===== config.mk =====
export PLATFORM = sky130hd
export DESIGN_NAME = operand_stage_flat
export DESIGN_NICKNAME = d
export VERILOG_FILES = /design/src/rtl/operand_stage_if.sv /design/src/rtl/operand_stage.sv /design/src/flat_wrapper.sv
export SDC_FILE = /design/constraint.sdc
export NUM_CORES = 1
export LEC_CHECK = 0
export CORE_AREA = 8 8 159 161
export DETAILED_ROUTE_END_ITERATION = 6
export DIE_AREA = 0 0 167 169
export GPL_ROUTABILITY_DRIVEN = 0
export PLACE_DENSITY_LB_ADDON = 0.08
export SLEW_MARGIN = 0
export SYNTH_ARGS = -nofsm -noshare
export SYNTH_HDL_FRONTEND = slang
export SYNTH_SLANG_ARGS = --single-unit

===== constraint.sdc =====
create_clock -name clk -period 1.6 [get_ports clk]
set_input_delay 0.16 -clock clk [delete_from_list [all_inputs] [get_ports clk]]
set_output_delay 0.16 -clock clk [all_outputs]
set_load 0.01 [all_outputs]

===== src/rtl/operand_stage_if.sv =====
// Bundle of every non-clock signal around the operand stage.
// The slave modport is the stage's view. The master modport is the view of
// the surrounding pipeline, register file and hazard control.
interface operand_stage_if #(
  parameter int AWIDTH = 5,
  parameter int DWIDTH = 32,
  parameter int CWIDTH = 16
);
  // Decoded instruction fields from ID
  logic              id_valid;
  logic [AWIDTH-1:0] id_rs1;
  logic [AWIDTH-1:0] id_rs2;
  logic [AWIDTH-1:0] id_rd;
  logic              id_use_rs1;
  logic              id_use_rs2;
  logic              id_regw;
  logic              id_memread;
  logic [DWIDTH-1:0] id_imm;
  logic [DWIDTH-1:0] id_pc;
  logic [CWIDTH-1:0] id_ctrl;
  logic              id_ready;

  // Register-file read ports
  logic [AWIDTH-1:0] addrA;
  logic [AWIDTH-1:0] addrB;
  logic [DWIDTH-1:0] dataA;
  logic [DWIDTH-1:0] dataB;

  // Forwarding sources from the later stages
  logic              exm_regw;
  logic [AWIDTH-1:0] exm_rd;
  logic [DWIDTH-1:0] exm_result;
  logic              mwb_regw;
  logic [AWIDTH-1:0] mwb_rd;
  logic [DWIDTH-1:0] mwb_result;

  // Pipeline control
  logic              flush;
  logic              ex_stall;

  // EX-stage register outputs
  logic              ex_valid;
  logic [DWIDTH-1:0] ex_rs1_val;
  logic [DWIDTH-1:0] ex_rs2_val;
  logic [DWIDTH-1:0] ex_imm;
  logic [DWIDTH-1:0] ex_pc;
  logic [AWIDTH-1:0] ex_rd;
  logic              ex_regw;
  logic              ex_memread;
  logic [CWIDTH-1:0] ex_ctrl;
  logic [15:0]       stall_cnt;

  modport slave (
    input  id_valid, id_rs1, id_rs2, id_rd, id_use_rs1, id_use_rs2,
    input  id_regw, id_memread, id_imm, id_pc, id_ctrl,
    output id_ready,
    output addrA, addrB,
    input  dataA, dataB,
    input  exm_regw, exm_rd, exm_result, mwb_regw, mwb_rd, mwb_result,
    input  flush, ex_stall,
    output ex_valid, ex_rs1_val, ex_rs2_val, ex_imm, ex_pc, ex_rd,
    output ex_regw, ex_memread, ex_ctrl, stall_cnt
  );

  modport master (
    output id_valid, id_rs1, id_rs2, id_rd, id_use_rs1, id_use_rs2,
    output id_regw, id_memread, id_imm, id_pc, id_ctrl,
    input  id_ready,
    input  addrA, addrB,
    output dataA, dataB,
    output exm_regw, exm_rd, exm_result, mwb_regw, mwb_rd, mwb_result,
    output flush, ex_stall,
    input  ex_valid, ex_rs1_val, ex_rs2_val, ex_imm, ex_pc, ex_rd,
    input  ex_regw, ex_memread, ex_ctrl, stall_cnt
  );
endinterface


===== src/rtl/operand_stage.sv =====
// Operand stage sitting between ID and EX.
// - Reads the register file combinationally.
// - Resolves forwarding from the EX/MEM and MEM/WB stages.
// - Detects load-use hazards and inserts bubbles for them.
// - Registers the selected operands into the EX pipeline register.
module operand_stage #(
  parameter int AWIDTH = 5,
  parameter int DWIDTH = 32,
  parameter int CWIDTH = 16
) (
  input logic              clk,
  input logic              rst,
  operand_stage_if.slave   bus
);

  // ---------------------------------------------------------------------
  // EX pipeline register state
  // ---------------------------------------------------------------------
  logic              ex_valid_q,   ex_valid_d;
  logic              ex_regw_q,    ex_regw_d;
  logic              ex_memread_q, ex_memread_d;
  logic [DWIDTH-1:0] ex_rs1_val_q, ex_rs1_val_d;
  logic [DWIDTH-1:0] ex_rs2_val_q, ex_rs2_val_d;
  logic [DWIDTH-1:0] ex_imm_q,     ex_imm_d;
  logic [DWIDTH-1:0] ex_pc_q,      ex_pc_d;
  logic [AWIDTH-1:0] ex_rd_q,      ex_rd_d;
  logic [CWIDTH-1:0] ex_ctrl_q,    ex_ctrl_d;
  logic [15:0]       stall_cnt_q,  stall_cnt_d;

  // ---------------------------------------------------------------------
  // Per-source operand inputs
  // ---------------------------------------------------------------------
  // Index 0 is rs1, which uses read port A.
  // Index 1 is rs2, which uses read port B.
  logic [AWIDTH-1:0] src_addr [2];
  logic [DWIDTH-1:0] src_rf   [2];
  logic              src_use  [2];

  assign src_addr[0] = bus.id_rs1;
  assign src_addr[1] = bus.id_rs2;
  assign src_rf[0]   = bus.dataA;
  assign src_rf[1]   = bus.dataB;
  assign src_use[0]  = bus.id_use_rs1;
  assign src_use[1]  = bus.id_use_rs2;

  // The read addresses come straight from decode.
  // The register file answers within the same cycle.
  assign bus.addrA = bus.id_rs1;
  assign bus.addrB = bus.id_rs2;

  // ---------------------------------------------------------------------
  // Forwarding muxes and load-use match, one copy per source operand
  // ---------------------------------------------------------------------
  genvar gi;
  generate
    for (gi = 0; gi < 2; gi++) begin : g_src
      logic [DWIDTH-1:0] val;
      logic              exm_hit;
      logic              mwb_hit;
      logic              load_hit;

      // A producer writing x0 never forwards.
      // This holds even if its regw bit is set.
      assign exm_hit = bus.exm_regw && (bus.exm_rd != '0) &&
                       (bus.exm_rd == src_addr[gi]);
      assign mwb_hit = bus.mwb_regw && (bus.mwb_rd != '0) &&
                       (bus.mwb_rd == src_addr[gi]);

      // Operand priority, highest first:
      // x0, then the youngest producer (EX/MEM), then MEM/WB,
      // then the register file.
      always_comb begin
        val = src_rf[gi];
        if (src_addr[gi] == '0) begin
          val = '0;
        end else if (exm_hit) begin
          val = bus.exm_result;
        end else if (mwb_hit) begin
          val = bus.mwb_result;
        end
      end

      // This operand is actually read, and it names the load now in EX.
      assign load_hit = src_use[gi] && (src_addr[gi] == ex_rd_q);
    end
  endgenerate

  // ---------------------------------------------------------------------
  // Load-use hazard and decode handshake
  // ---------------------------------------------------------------------
  logic hazard;

  // A load in EX has no data yet for a dependent instruction in ID.
  // That instruction must wait one cycle.
  assign hazard = bus.id_valid && ex_valid_q && ex_memread_q &&
                  (ex_rd_q != '0) &&
                  (g_src[0].load_hit || g_src[1].load_hit);

  assign bus.id_ready = !bus.ex_stall && !hazard;

  // ---------------------------------------------------------------------
  // Next-state selection for the EX pipeline register
  // ---------------------------------------------------------------------
  // The cases are checked in priority order: flush, stall, hazard, capture.
  // rst is handled in the register process.
  always_comb begin
    ex_valid_d   = ex_valid_q;
    ex_regw_d    = ex_regw_q;
    ex_memread_d = ex_memread_q;
    ex_rs1_val_d = ex_rs1_val_q;
    ex_rs2_val_d = ex_rs2_val_q;
    ex_imm_d     = ex_imm_q;
    ex_pc_d      = ex_pc_q;
    ex_rd_d      = ex_rd_q;
    ex_ctrl_d    = ex_ctrl_q;
    stall_cnt_d  = stall_cnt_q;

    if (bus.flush) begin
      // Squash.
      // Data fields are left as they are, since nothing consumes them.
      ex_valid_d   = 1'b0;
      ex_regw_d    = 1'b0;
      ex_memread_d = 1'b0;
    end else if (bus.ex_stall) begin
      // Downstream is busy, so everything holds (the defaults above).
      ex_valid_d   = ex_valid_q;
    end else if (hazard) begin
      // Insert a bubble and count it.
      // The counter saturates instead of wrapping.
      ex_valid_d   = 1'b0;
      ex_regw_d    = 1'b0;
      ex_memread_d = 1'b0;
      if (stall_cnt_q != 16'hFFFF) begin
        stall_cnt_d = stall_cnt_q + 16'd1;
      end
    end else begin
      // Capture.
      // Forwarding is sampled now. An instruction that waited therefore
      // picks up whatever producer is current at this cycle.
      ex_valid_d   = bus.id_valid;
      ex_regw_d    = bus.id_regw & bus.id_valid;
      ex_memread_d = bus.id_memread & bus.id_valid;
      ex_rs1_val_d = g_src[0].val;
      ex_rs2_val_d = g_src[1].val;
      ex_imm_d     = bus.id_imm;
      ex_pc_d      = bus.id_pc;
      ex_rd_d      = bus.id_rd;
      ex_ctrl_d    = bus.id_ctrl;
    end
  end

  // ---------------------------------------------------------------------
  // EX pipeline register with synchronous reset
  // ---------------------------------------------------------------------
  // Reset takes priority over every other case.
  // It discards any instruction in flight.
  always_ff @(posedge clk) begin
    if (rst) begin
      ex_valid_q   <= 1'b0;
      ex_regw_q    <= 1'b0;
      ex_memread_q <= 1'b0;
      ex_rs1_val_q <= '0;
      ex_rs2_val_q <= '0;
      ex_imm_q     <= '0;
      ex_pc_q      <= '0;
      ex_rd_q      <= '0;
      ex_ctrl_q    <= '0;
      stall_cnt_q  <= '0;
    end else begin
      ex_valid_q   <= ex_valid_d;
      ex_regw_q    <= ex_regw_d;
      ex_memread_q <= ex_memread_d;
      ex_rs1_val_q <= ex_rs1_val_d;
      ex_rs2_val_q <= ex_rs2_val_d;
      ex_imm_q     <= ex_imm_d;
      ex_pc_q      <= ex_pc_d;
      ex_rd_q      <= ex_rd_d;
      ex_ctrl_q    <= ex_ctrl_d;
      stall_cnt_q  <= stall_cnt_d;
    end
  end

  // ---------------------------------------------------------------------
  // Outputs come directly from flops
  // ---------------------------------------------------------------------
  assign bus.ex_valid   = ex_valid_q;
  assign bus.ex_regw    = ex_regw_q;
  assign bus.ex_memread = ex_memread_q;
  assign bus.ex_rs1_val = ex_rs1_val_q;
  assign bus.ex_rs2_val = ex_rs2_val_q;
  assign bus.ex_imm     = ex_imm_q;
  assign bus.ex_pc      = ex_pc_q;
  assign bus.ex_rd      = ex_rd_q;
  assign bus.ex_ctrl    = ex_ctrl_q;
  assign bus.stall_cnt  = stall_cnt_q;

endmodule


===== src/flat_wrapper.sv =====
// flat-port wrapper written by rule: the top's interface ports become plain ports
module operand_stage_flat 
#(
  parameter int AWIDTH = 5,
  parameter int DWIDTH = 32,
  parameter int CWIDTH = 16
)
  (clk, rst, bus_id_valid, bus_id_rs1, bus_id_rs2, bus_id_rd, bus_id_use_rs1, bus_id_use_rs2, bus_id_regw, bus_id_memread, bus_id_imm, bus_id_pc, bus_id_ctrl, bus_id_ready, bus_addrA, bus_addrB, bus_dataA, bus_dataB, bus_exm_regw, bus_exm_rd, bus_exm_result, bus_mwb_regw, bus_mwb_rd, bus_mwb_result, bus_flush, bus_ex_stall, bus_ex_valid, bus_ex_rs1_val, bus_ex_rs2_val, bus_ex_imm, bus_ex_pc, bus_ex_rd, bus_ex_regw, bus_ex_memread, bus_ex_ctrl, bus_stall_cnt);
  operand_stage_if #(.AWIDTH(AWIDTH), .DWIDTH(DWIDTH), .CWIDTH(CWIDTH)) bus_i ();
  input logic clk;
  input logic rst;
  input wire logic [$bits(bus_i.id_valid)-1:0] bus_id_valid;
  input wire logic [$bits(bus_i.id_rs1)-1:0] bus_id_rs1;
  input wire logic [$bits(bus_i.id_rs2)-1:0] bus_id_rs2;
  input wire logic [$bits(bus_i.id_rd)-1:0] bus_id_rd;
  input wire logic [$bits(bus_i.id_use_rs1)-1:0] bus_id_use_rs1;
  input wire logic [$bits(bus_i.id_use_rs2)-1:0] bus_id_use_rs2;
  input wire logic [$bits(bus_i.id_regw)-1:0] bus_id_regw;
  input wire logic [$bits(bus_i.id_memread)-1:0] bus_id_memread;
  input wire logic [$bits(bus_i.id_imm)-1:0] bus_id_imm;
  input wire logic [$bits(bus_i.id_pc)-1:0] bus_id_pc;
  input wire logic [$bits(bus_i.id_ctrl)-1:0] bus_id_ctrl;
  output wire logic [$bits(bus_i.id_ready)-1:0] bus_id_ready;
  output wire logic [$bits(bus_i.addrA)-1:0] bus_addrA;
  output wire logic [$bits(bus_i.addrB)-1:0] bus_addrB;
  input wire logic [$bits(bus_i.dataA)-1:0] bus_dataA;
  input wire logic [$bits(bus_i.dataB)-1:0] bus_dataB;
  input wire logic [$bits(bus_i.exm_regw)-1:0] bus_exm_regw;
  input wire logic [$bits(bus_i.exm_rd)-1:0] bus_exm_rd;
  input wire logic [$bits(bus_i.exm_result)-1:0] bus_exm_result;
  input wire logic [$bits(bus_i.mwb_regw)-1:0] bus_mwb_regw;
  input wire logic [$bits(bus_i.mwb_rd)-1:0] bus_mwb_rd;
  input wire logic [$bits(bus_i.mwb_result)-1:0] bus_mwb_result;
  input wire logic [$bits(bus_i.flush)-1:0] bus_flush;
  input wire logic [$bits(bus_i.ex_stall)-1:0] bus_ex_stall;
  output wire logic [$bits(bus_i.ex_valid)-1:0] bus_ex_valid;
  output wire logic [$bits(bus_i.ex_rs1_val)-1:0] bus_ex_rs1_val;
  output wire logic [$bits(bus_i.ex_rs2_val)-1:0] bus_ex_rs2_val;
  output wire logic [$bits(bus_i.ex_imm)-1:0] bus_ex_imm;
  output wire logic [$bits(bus_i.ex_pc)-1:0] bus_ex_pc;
  output wire logic [$bits(bus_i.ex_rd)-1:0] bus_ex_rd;
  output wire logic [$bits(bus_i.ex_regw)-1:0] bus_ex_regw;
  output wire logic [$bits(bus_i.ex_memread)-1:0] bus_ex_memread;
  output wire logic [$bits(bus_i.ex_ctrl)-1:0] bus_ex_ctrl;
  output wire logic [$bits(bus_i.stall_cnt)-1:0] bus_stall_cnt;
  assign bus_i.id_valid = bus_id_valid;
  assign bus_i.id_rs1 = bus_id_rs1;
  assign bus_i.id_rs2 = bus_id_rs2;
  assign bus_i.id_rd = bus_id_rd;
  assign bus_i.id_use_rs1 = bus_id_use_rs1;
  assign bus_i.id_use_rs2 = bus_id_use_rs2;
  assign bus_i.id_regw = bus_id_regw;
  assign bus_i.id_memread = bus_id_memread;
  assign bus_i.id_imm = bus_id_imm;
  assign bus_i.id_pc = bus_id_pc;
  assign bus_i.id_ctrl = bus_id_ctrl;
  assign bus_id_ready = bus_i.id_ready;
  assign bus_addrA = bus_i.addrA;
  assign bus_addrB = bus_i.addrB;
  assign bus_i.dataA = bus_dataA;
  assign bus_i.dataB = bus_dataB;
  assign bus_i.exm_regw = bus_exm_regw;
  assign bus_i.exm_rd = bus_exm_rd;
  assign bus_i.exm_result = bus_exm_result;
  assign bus_i.mwb_regw = bus_mwb_regw;
  assign bus_i.mwb_rd = bus_mwb_rd;
  assign bus_i.mwb_result = bus_mwb_result;
  assign bus_i.flush = bus_flush;
  assign bus_i.ex_stall = bus_ex_stall;
  assign bus_ex_valid = bus_i.ex_valid;
  assign bus_ex_rs1_val = bus_i.ex_rs1_val;
  assign bus_ex_rs2_val = bus_i.ex_rs2_val;
  assign bus_ex_imm = bus_i.ex_imm;
  assign bus_ex_pc = bus_i.ex_pc;
  assign bus_ex_rd = bus_i.ex_rd;
  assign bus_ex_regw = bus_i.ex_regw;
  assign bus_ex_memread = bus_i.ex_memread;
  assign bus_ex_ctrl = bus_i.ex_ctrl;
  assign bus_stall_cnt = bus_i.stall_cnt;
  operand_stage #(.AWIDTH(AWIDTH), .DWIDTH(DWIDTH), .CWIDTH(CWIDTH)) u_core (.clk(clk), .rst(rst), .bus(bus_i));
endmodule

==> metrics.md <==
| Metric | Value |
|---|---|
| Status | `finished with violations` |
| Failing checks | `negative setup slack` |
| Max Clk Rate | `522 MHz` |
| Crit end category | `flip-flop` |
| First-pass GRT wire length | `55500 um` |
| DP Worst Slack | `-0.840 ns` |
| CTS sink cnt | `168` |
| MaxCap Viol Count | `0` |
| Final instance area | `0.0160 mm^2` |
| Site Rows | `56` |
| Largest family of logic cells by synthesized area | `compound AO/OA/AOI/OAI gates` |
| Critical Path RT | `1.96 ns` |
| Post-synth ARST share | `0%` |
| Startpoint Class | `flip-flop` |
| Worst-skew pair later-pin latency | `0.44 ns` |
| GRT Total Usage | `25.7%` |
| Crit path from | `u_core.bus.ex_rd[3]$_SDFFE_PP0P_` |
| Count leader, synth | `nand2_1` |
| Worst setup path endpoint | `u_core.bus.stall_cnt[9]$_SDFFE_PP0P_` |
| Seq cells post-synth | `168` |
| R2R cell count | `8` |
| Cell area after synthesis | `0.00800 mm^2` |
| Slew @ Worst Pin | `0.525 ns` |
| Final period util | `120%` |
| RSZ-0062 raised after global routing | `true` |
| Final Hold Fails | `0` |
| Residual DRC | `0` |
| Seq/Total Area, Yosys | `42.0%` |
| Share of cells above drive strength 1 | `30.6%` |
| Final #Nets | `1714` |
| Initial antenna violation count | `8` |
| Peak VDD IR | `0.000670 V` |
| Number of global-route vias before repair | `9032` |
| Drt via density | `5.01` |
| Yosys cell types | `46` |
| H-tree Lvls | `4` |
| Post-DP HPWL | `26200 um` |
| Routed wire per std cell | `21.9 um` |
| Pleak | `6.95 nW` |
| Die Width | `167 um` |
| Worst-path clk slew | `0.06 ns` |
| R2r startpoint | `u_core.bus.ex_rd[3]$_SDFFE_PP0P_` |
| Yosys warning count | `0` |
| DRT Wirelength | `39000 um` |
| Synth area leader | `dfxtp_1` |
| Largest net degree at the start of global routing | `103` |
| CTS tree | `built` |
| Synth Area in Adders | `0.156%` |
| Crit Path Class | `reg2reg` |
| CTS buffer count | `17` |
| Area Growth Syn to Fin | `99.3%` |
| CTS Buffer Depth | `2` |
| Final worst slack | `-0.317 ns` |
| Initial DRC count | `510` |
| # fillers | `1813` |
| Post-Synth XOR/XNOR Area | `3.72%` |
| Max Fanout on Critical Path | `6` |
| Top_reg_cell synth | `dfxtp_1` |
| Final core occ | `69.6%` |
| Die height | `169 um` |
| Synth Area in Compound Gates | `20.6%` |
| Via Count | `8911` |
| Final setup fails | `166` |
| Synth top area cells | `dfxtp_1 42%, nand2_1 11%, a21oi_1 6.7%` |
| Rel. slew slack | `65.0%` |
| Minimum clock period | `1.92 ns` |
| Power per standard cell area | `747 mW/mm^2` |
| Hold depth | `4` |
| Worst Hold Class | `in2reg` |
| Setup Skew | `0.0158 ns` |
| Synth Area in Simple Gates | `17.8%` |
| Post-synth EDFFs | `0` |
| Slew Viols, Final | `0` |
| Worst EP arrival | `2.27 ns` |
| R2R Setup Slk | `-0.32 ns` |
| I/O pins | `423` |
| Cts hold-fix bufs | `0` |
| Syn_nets | `1178` |
| Root buf cell | `clkbuf_16` |
| Starting Density | `34.9%` |
| Port Buf Inserts | `422` |
| GRT overflow | `0` |
| Core Region | `0.0229 mm^2` |
| Commonest cells post-synth | `242 x nand2_1, 168 x dfxtp_1, 107 x a21oi_1, 41 x nor2_1` |
| Synth top area share | `42.0%` |
| Detailed Routing Iterations Pass 1 | `4` |
| Gate Count Post-Synth | `933` |
| Proportion of synthesized area in mux cells | `10.0%` |
| Syn avg cell area | `8.58 um^2` |
| ANT nets after route | `0` |
| Die Area | `0.0282 mm^2` |
| Worst R2R End | `u_core.bus.stall_cnt[9]$_SDFFE_PP0P_` |
| Placed cell areas | `0.0132 mm^2` |
-- power breakdown --
group,internal (W),leakage (nW),switching [W]
clock,0.00282,0.328,0.00196
sequential,0.00436,1.38,0.000113
combinational,0.00158,5.24,0.00108
-- sequential cells by signal, indices dropped and copies added, names as in the netlist --
register / count
u_core.bus.ex_valid: 1
u_core.bus.ex_ctrl: 16
u_core.bus.ex_rs2_val: 32
u_core.bus.ex_pc: 32
u_core.bus.stall_cnt: 16
u_core.bus.ex_rd: 5
u_core.bus.ex_regw: 1
u_core.bus.ex_imm: 32
u_core.bus.ex_memread: 1
u_core.bus.ex_rs1_val: 32
-- critical path: stages, from the launching register on --
cell and delay (ns):
dfxtp_4 0.39, xnor2_2 0.11, nand4_1 0.16, o22ai_4 0.22, buf_6 0.15, buf_6 0.09, nand4_1 0.21, or3_1 0.38
a21oi_1 0.13
-- cell usage in the layout (no fill, tap or decap), types with 16 or more instances in the layout --
| cell | synthesis | layout |
|---|---|---|
| clkdlybuf4s50_1 | 0 | 379 |
| nand2_1 | 242 | 165 |
| dfxtp_1 | 168 | 156 |
| a21oi_1 | 107 | 94 |
| buf_4 | 16 | 92 |
| nand2_2 | 0 | 57 |
| nor2_1 | 41 | 40 |
| a21oi_2 | 21 | 33 |
| a21o_1 | 33 | 32 |
| mux2_4 | 30 | 30 |
| mux2i_1 | 33 | 30 |
| clkbuf_16 | 0 | 26 |
| buf_6 | 9 | 26 |
| o21ai_2 | 0 | 24 |
| buf_12 | 0 | 23 |
| o31ai_4 | 0 | 21 |
| nand2_4 | 0 | 20 |
| dlygate4sd2_1 | 0 | 18 |
| dlymetal6s2s_1 | 0 | 17 |
| xnor2_1 | 22 | 16 |
-- worst min-delay path by stage --
stage,from,to,slack (ns)
final,rst,u_core.bus.stall_cnt[7]$_SDFFE_PP0P_,0.19
after global routing,rst,u_core.bus.stall_cnt[7]$_SDFFE_PP0P_,0.18
after global placement,u_core.bus.ex_rs1_val[26]$_SDFFE_PP0P_,u_core.bus.ex_rs1_val[26]$_SDFFE_PP0P_,0.43
after detailed placement,u_core.bus.ex_rs1_val[14]$_SDFFE_PP0P_,u_core.bus.ex_rs1_val[14]$_SDFFE_PP0P_,0.44
after floorplan,bus_flush,u_core.bus.ex_memread$_SDFFE_PP0N_,0.24
after CTS,rst,u_core.bus.stall_cnt[7]$_SDFFE_PP0P_,0.16
-- cells by family after synthesis --
group | count (synthesis)
XOR/XNOR | 34
flip-flops | 168
AO/OA/AOI/OAI | 247
adder cells (fa/ha/maj) | 1
AND/OR/NAND/NOR | 338
multiplexers | 65
buffers and inverters | 80
-- area by class of cell --
| class | count | area [um^2] | share of cell area (%) |
|---|---|---|---|
| Timing Repair Buffer | 592 | 6440 | 40.4 |
| Inverter | 5 | 18.8 | 0.118 |
| Tap cell | 290 | 363 | 2.27 |
| Multi-Input combinational cell | 685 | 5060 | 31.7 |
| Antenna cell | 8 | 20.0 | 0.125 |
| Sequential cell | 168 | 3390 | 21.2 |
| Clock buffer | 20 | 468 | 2.93 |
| Clock inverter | 12 | 198 | 1.24 |
-- per-layer routing --
metal | share of wire [%] | routed length (um) | track usage, % | vias up
met5 | 0 | 0 | 0 | -
met4 | 3.2 | 1240 | 13.2 | 0
met3 | 8.6 | 3350 | 9.95 | 68
met2 | 49 | 19300 | 43.0 | 362
met1 | 39 | 15100 | 28.1 | 4184
li1 | - | - | - | 4297
-- timing repair --
item / 4_1_cts / 5_1_grt
setup endpoints to repair: 190 / 186
pin swaps: 83 / 36
gates resized for setup: 165 / 157
endpoints found under the hold margin: 0 / 0
buffers inserted: 21 / 14
cloned: 21 / 11
-- stage by stage --
stage          std cells  setup TNS, ns  total power [W]  hold WS (ns)
2_1_floorplan        933          -6.95          0.00531         0.239
3_3_place_gp        1680        -118.84          0.00667         0.434
3_5_place_dp        1680        -123.03          0.00668         0.440
4_1_cts             1750         -28.54           0.0117         0.160
5_1_grt             1780         -45.26           0.0123         0.183
6_report            1780         -32.95           0.0119         0.190
(Power assumes the default switching activity.)
